[src/rtl/csr_issue_sched.sv]
// csr_issue_sched
//   Queues CSR instructions from issue and releases them one at a time to the
//   bypass FIFO. A new CSR issues only after write-back retires the previous
//   one. Also exports empty / IsFirst / gray read pointer status for the CSR
//   FIFO permit logic.
//
// Ports
//   clk, rstn                     clock, async active-low reset
//   i_DriveFromIssue_1            issue offers an instruction
//   o_FreeToIssue_1               queue not full (registered)
//   i_InstructionToCsrIssue_113   instruction from issue
//   o_DriveCsrIssueToBypassFifo   issued instruction valid
//   i_FreeBypassFifoToCsrIssue    bypass FIFO accepts
//   o_InstructionOut_113          registered issued instruction
//   i_DriveFromWriteBack_1        outstanding CSR retired
//   o_FreeToWriteBack_1           retire report accepted (WAIT_WB)
//   i_Flush_1                     drop queued, un-issued entries
//   o_empty_1, o_CSRCount_5       queue empty / occupancy
//   o_IsFirst_1                   no CSR outstanding
//   o_RdPtrGray_5                 gray-coded read pointer
//   o_ProtoErr_1                  sticky: retire report outside WAIT_WB
//
// state     | meaning
// ----------+-------------------------------------------------------------
// S_IDLE    | nothing outstanding; pops the queue head when not empty
// S_ISSUE   | instruction presented to bypass FIFO, held until accepted
// S_WAIT_WB | instruction in flight, waiting for write-back retire
module csr_issue_sched #(
   parameter int DEPTH   = 16,
   parameter int AW      = 4,
   parameter int INSTR_W = 113
) (
   input  logic               clk,
   input  logic               rstn,
   input  logic               i_DriveFromIssue_1,
   output logic               o_FreeToIssue_1,
   input  logic [INSTR_W-1:0] i_InstructionToCsrIssue_113,
   output logic               o_DriveCsrIssueToBypassFifo,
   input  logic               i_FreeBypassFifoToCsrIssue,
   output logic [INSTR_W-1:0] o_InstructionOut_113,
   input  logic               i_DriveFromWriteBack_1,
   output logic               o_FreeToWriteBack_1,
   input  logic               i_Flush_1,
   output logic               o_empty_1,
   output logic               o_IsFirst_1,
   output logic [AW:0]        o_CSRCount_5,
   output logic [AW:0]        o_RdPtrGray_5,
   output logic               o_ProtoErr_1
);

   typedef enum logic [1:0] {
      S_IDLE    = 2'd0,
      S_ISSUE   = 2'd1,
      S_WAIT_WB = 2'd2
   } state_t;

   state_t             state;
   logic [AW:0]        wr;
   logic [AW:0]        rd;
   logic [AW:0]        wr_nxt;
   logic [AW:0]        rd_nxt;
   logic [AW:0]        count_nxt;
   logic               push;
   logic               pop;
   logic               full_nxt;
   logic [INSTR_W-1:0] mem [DEPTH];

   // Free and empty are registered, so a pop in the same cycle never frees a
   // slot for a push until the following cycle.
   always_comb begin
      push      = i_DriveFromIssue_1 & o_FreeToIssue_1 & ~i_Flush_1;
      pop       = (state == S_IDLE) & ~o_empty_1 & ~i_Flush_1;
      wr_nxt    = wr + {{AW{1'b0}}, push};
      if (i_Flush_1)
         rd_nxt = wr_nxt;
      else
         rd_nxt = rd + {{AW{1'b0}}, pop};
      count_nxt = wr_nxt - rd_nxt;
      full_nxt  = (wr_nxt[AW-1:0] == rd_nxt[AW-1:0]) && (wr_nxt[AW] != rd_nxt[AW]);
   end

   always_ff @(posedge clk) begin
      if (push)
         mem[wr[AW-1:0]] <= i_InstructionToCsrIssue_113;
   end

   always_ff @(posedge clk or negedge rstn) begin
      if (!rstn) begin
         state                       <= S_IDLE;
         wr                          <= '0;
         rd                          <= '0;
         o_FreeToIssue_1             <= 1'b1;
         o_DriveCsrIssueToBypassFifo <= 1'b0;
         o_InstructionOut_113        <= '0;
         o_FreeToWriteBack_1         <= 1'b0;
         o_empty_1                   <= 1'b1;
         o_IsFirst_1                 <= 1'b1;
         o_CSRCount_5                <= '0;
         o_RdPtrGray_5               <= '0;
         o_ProtoErr_1                <= 1'b0;
      end else begin
         wr              <= wr_nxt;
         rd              <= rd_nxt;
         o_empty_1       <= (wr_nxt == rd_nxt);
         o_CSRCount_5    <= count_nxt;
         o_RdPtrGray_5   <= rd_nxt ^ (rd_nxt >> 1);
         o_FreeToIssue_1 <= ~full_nxt;

         if (i_DriveFromWriteBack_1 && (state != S_WAIT_WB))
            o_ProtoErr_1 <= 1'b1;

         case (state)
            S_IDLE: begin
               if (pop) begin
                  o_InstructionOut_113        <= mem[rd[AW-1:0]];
                  o_DriveCsrIssueToBypassFifo <= 1'b1;
                  o_IsFirst_1                 <= 1'b0;
                  state                       <= S_ISSUE;
               end
            end
            S_ISSUE: begin
               // An accepted handshake is already in flight, so it beats a flush.
               if (i_FreeBypassFifoToCsrIssue) begin
                  o_DriveCsrIssueToBypassFifo <= 1'b0;
                  o_FreeToWriteBack_1         <= 1'b1;
                  state                       <= S_WAIT_WB;
               end else if (i_Flush_1) begin
                  o_DriveCsrIssueToBypassFifo <= 1'b0;
                  o_IsFirst_1                 <= 1'b1;
                  state                       <= S_IDLE;
               end
            end
            S_WAIT_WB: begin
               if (i_DriveFromWriteBack_1) begin
                  o_FreeToWriteBack_1 <= 1'b0;
                  o_IsFirst_1         <= 1'b1;
                  state               <= S_IDLE;
               end
            end
            default: begin
               o_DriveCsrIssueToBypassFifo <= 1'b0;
               o_FreeToWriteBack_1         <= 1'b0;
               o_IsFirst_1                 <= 1'b1;
               state                       <= S_IDLE;
            end
         endcase
      end
   end

endmodule

[config.mk]
export PLATFORM = sky130hd
export DESIGN_NAME = csr_issue_sched
export DESIGN_NICKNAME = d
export VERILOG_FILES = /design/src/rtl/csr_issue_sched.sv
export SDC_FILE = /design/constraint.sdc
export NUM_CORES = 2
export LEC_CHECK = 0
export BUFFER_PORTS_ARGS = -buffer_cell sky130_fd_sc_hd__buf_2
export CORE_MARGIN = 1.5
export CORE_UTILIZATION = 63
export CTS_BUF_LIST = sky130_fd_sc_hd__clkbuf_4
export DETAILED_ROUTE_END_ITERATION = 8
export PLACE_DENSITY_LB_ADDON = 0.15
export SLEW_MARGIN = 10
export SYNTH_ARGS = -nofsm -noshare
export SYNTH_HDL_FRONTEND = slang
export SYNTH_SLANG_ARGS = --single-unit
[constraint.sdc]
create_clock -name clk -period 11.1 [get_ports clk]
set_input_delay 1.665 -clock clk [delete_from_list [all_inputs] [get_ports clk]]
set_output_delay 1.665 -clock clk [all_outputs]
set_load 0.03 [all_outputs]
==> impl_metrics.json <==
{
  "status": "finished clean",
  "final_core_util_pct": 71.5,
  "finClkSkew_ns": 0.0809,
  "clkLatencyLatePin_ns": 1.30,
  "whs_ns": 0.462,
  "synthesis.nets": 3899,
  "overflow": 0,
  "seq_power_share_pct": 43.5,
  "max_cap_viol_count": 0,
  "viasPerCell": 6.13,
  "synth_edf_count": 1808,
  "synthCells": 3775,
  "die-width_um": 346,
  "antenna_found_initial": 18,
  "htreeDepth": 5,
  "pwr-share-comb_pct": 28.7,
  "yosys_warnings": 0,
  "ios": 248,
  "synthMuxAreaShare_pct": 13.4,
  "hold_buffers": 0,
  "ys.flop_type": "edfxtp_1",
  "clock_path_buffers": 4,
  "synthAdderAreaFrac_pct": 0.0843,
  "finalMaxSlewViolations": 0,
  "yosys.area_share.simple_pct": 3.73,
  "synth_compound_area_share_pct": 3.33,
  "final_area_um2": 83300,
  "die_h_um": 346,
  "synth_cell_types": 52,
  "hold_violations": 0,
  "cellInternalPower_mw": 14.1,
  "ys_seq_elements": 1948,
  "grt_pass1_vias": 39800,
  "fmax_mhz": 233,
  "critPathArrivalTime_ns": 5.37,
  "path_class": "flip-flop to flip-flop",
  "dr.first_iter.drc_count": 3715,
  "drc": 0,
  "vias": 38400,
  "final_cell_mix": "edfxtp_1, clkbuf_4, nor2_1",
  "ir_drop_mv": 0.219,
  "tns_ns": 0,
  "critPathLaunch": "rd[0]$_DFF_PN0_",
  "initial_core_util_pct": 63.7,
  "p_total_mw": 20.9,
  "p_clk_share_pct": 27.8,
  "reg2reg_from": "rd[0]$_DFF_PN0_",
  "grt_max_degree": 147,
  "die_area_um2": 120000,
  "numCtsBuffers": 478,
  "p_leak_nw": 28.4,
  "root_buffer": "clkbuf_4",
  "min_path_type": "flip-flop to flip-flop",
  "gp_congestion": 0.772,
  "worstPathRequired_ns": 12.18,
  "slew_headroom_pct": 18.0,
  "postSynth.asyncResetShare_pct": 7.19,
  "setup_ws_ns": 6.81,
  "clk_pin_slew_ns": 0.07,
  "power.switching_mw": 6.75,
  "post_cts_buffers": 0,
  "fin_crit_sh_pct": 38.6,
  "p_sw_share_pct": 32.3,
  "setup_viol": 0,
  "layout.cells.non_filler": 6259,
  "powerDensity_nw_per_um2": 251,
  "worstMarginPinSlew_ns": 1.23,
  "post-dp-hpwl_mm": 84.5,
  "cts_tree": "yes",
  "rows": 125,
  "track_usage_pct": 27.5,
  "crit_fanout": 52,
  "worstHoldStart": "o_ProtoErr_1$_DFFE_PN0P_",
  "worstSetupStartpointType": "flip-flop",
  "synth_seq_area_share_pct": 77.8,
  "dr.pass1.iters": 5,
  "layout-drive-gt1-share_pct": 30.9,
  "core_um2": 117000,
  "grt_pass1_wl_mm": 244,
  "layout.nets": 4463,
  "final_common_cell": "edfxtp_1",
  "dp.cells": 5383,
  "syn_area_um2": 74300,
  "antenna_left": 0,
  "layout_min_cycle_time_ns": 4.29,
  "cts.sinks": 1948,
  "synth_xor_area_share_pct": 0.286,
  "synth_top_family_by_area": "multiplexers",
  "syn2layout_area_growth_pct": 12.1,
  "setup.worst_path.end_class": "flip-flop",
  "postSynthAreaPerCell_um2": 19.7,
  "placed_area_um2": 77100,
  "totalWireLength_mm": 162,
  "pre_cts_ws_ns": 6.00,
  "wire_per_inst_um": 25.9,
  "rsz0062_at_grt": "false",
  "cts_resized": 0,
  "io_buffers": 247
}
-- power by group through the flow --
stage                     Combinational (mW)  Sequential [mW]  Clock [mW]
after floorplan                         4.01             9.48           0
after global placement                  5.99             9.22           0
after detailed placement                6.05             9.24           0
after CTS                               6.07             9.09        5.94
after global routing                    6.44             9.13        6.30
final                                   6.00             9.08        5.81
-- area by class of cell --
class                      count  area, um^2
antenna                       14        35.0
clock buffer                 765        5740
clock inverter                97         398
fill                        7124       33300
inverter                      13        63.8
multi-input combinational   1591       15600
sequential                  1948       57800
tap                         1524        1910
timing repair buffer         307        1720
-- logic make-up (layout without fill, tap and decap cells) --
group,Yosys count,after routing
buffers and inverters,236,1182
adder cells (fa/ha/maj),5,5
AND/OR/NAND/NOR,628,628
multiplexers,569,569
AO/OA/AOI/OAI,372,372
flip-flops,1948,1948
other,0,14
XOR/XNOR,17,17
-- metal layers --
metal | vias to the layer above | track usage (%) | wire length, um
met5 | - | 0 | 76
met4 | 12 | 10.7 | 4420
met3 | 280 | 6.04 | 12900
met2 | 1589 | 43.9 | 80200
met1 | 19800 | 37.8 | 64200
li1 | 16700 | - | -
-- cells in the mapped netlist, types with 2 or more instances --
master     number  area, um^2
edfxtp_1     1808       54300
nor2_1        361        1360
mux4_2        339        7630
mux2i_1       228        2280
clkbuf_1      140         526
dfrtp_1       137        3430
nand2_1       125         469
o21ai_1       116         581
o22ai_1       114         713
and2_1        113         707
o221ai_1      113         990
buf_2          64         320
buf_1          14        52.6
inv_1          12        45.0
xnor2_1         9        78.8
a21oi_1         8        40.0
o21ai_0         7        35.0
nor3_1          6        30.0
ha_1            5        62.6
nand2b_1        4        25.0
a2bb2oi_1       3        26.3
buf_4           3        22.5
dfstp_2         3        78.8
nand3_1         3        15.0
nand3b_1        3        22.5
xnor3_1         3        67.6
xor2_1          3        26.3
a211oi_1        2        15.0
a31oi_1         2        12.5
buf_6           2        22.5
mux2_4          2        30.0
nor4_4          2        42.5
or2_1           2        12.5
-- critical path, cell delays in order (launching register included) --
cell,delay (ns)
dfrtp_4,1.09
buf_4,0.88
buf_4,0.90
mux4_2,0.60
nor2_1,0.14
nor2_1,0.10
o22ai_1,0.15
o21ai_1,0.08
-- flip-flops by register name (all words and copies together) (netlist names), 2 cells and up --
register              cells
state                     2
wr                        5
rd                        4
o_RdPtrGray_5             5
mem                    1808
o_CSRCount_5              5
o_InstructionOut_113    113
-- worst paths after layout --
kind                                                   endpoint  slack, ns  cells past startpoint
setup / recovery           o_InstructionOut_113[73]$_DFFE_PN0P_       6.81                      7
min in group asynchronous  o_InstructionOut_113[16]$_DFFE_PN0P_       0.53                      1
max in group asynchronous                       rd[2]$_DFF_PN0_       8.93                      2
hold reg to reg                        o_ProtoErr_1$_DFFE_PN0P_       0.46                      1
setup reg to reg           o_InstructionOut_113[73]$_DFFE_PN0P_       6.81                      7
hold / removal                         o_ProtoErr_1$_DFFE_PN0P_       0.46                      1
(Power assumes the default switching activity.)
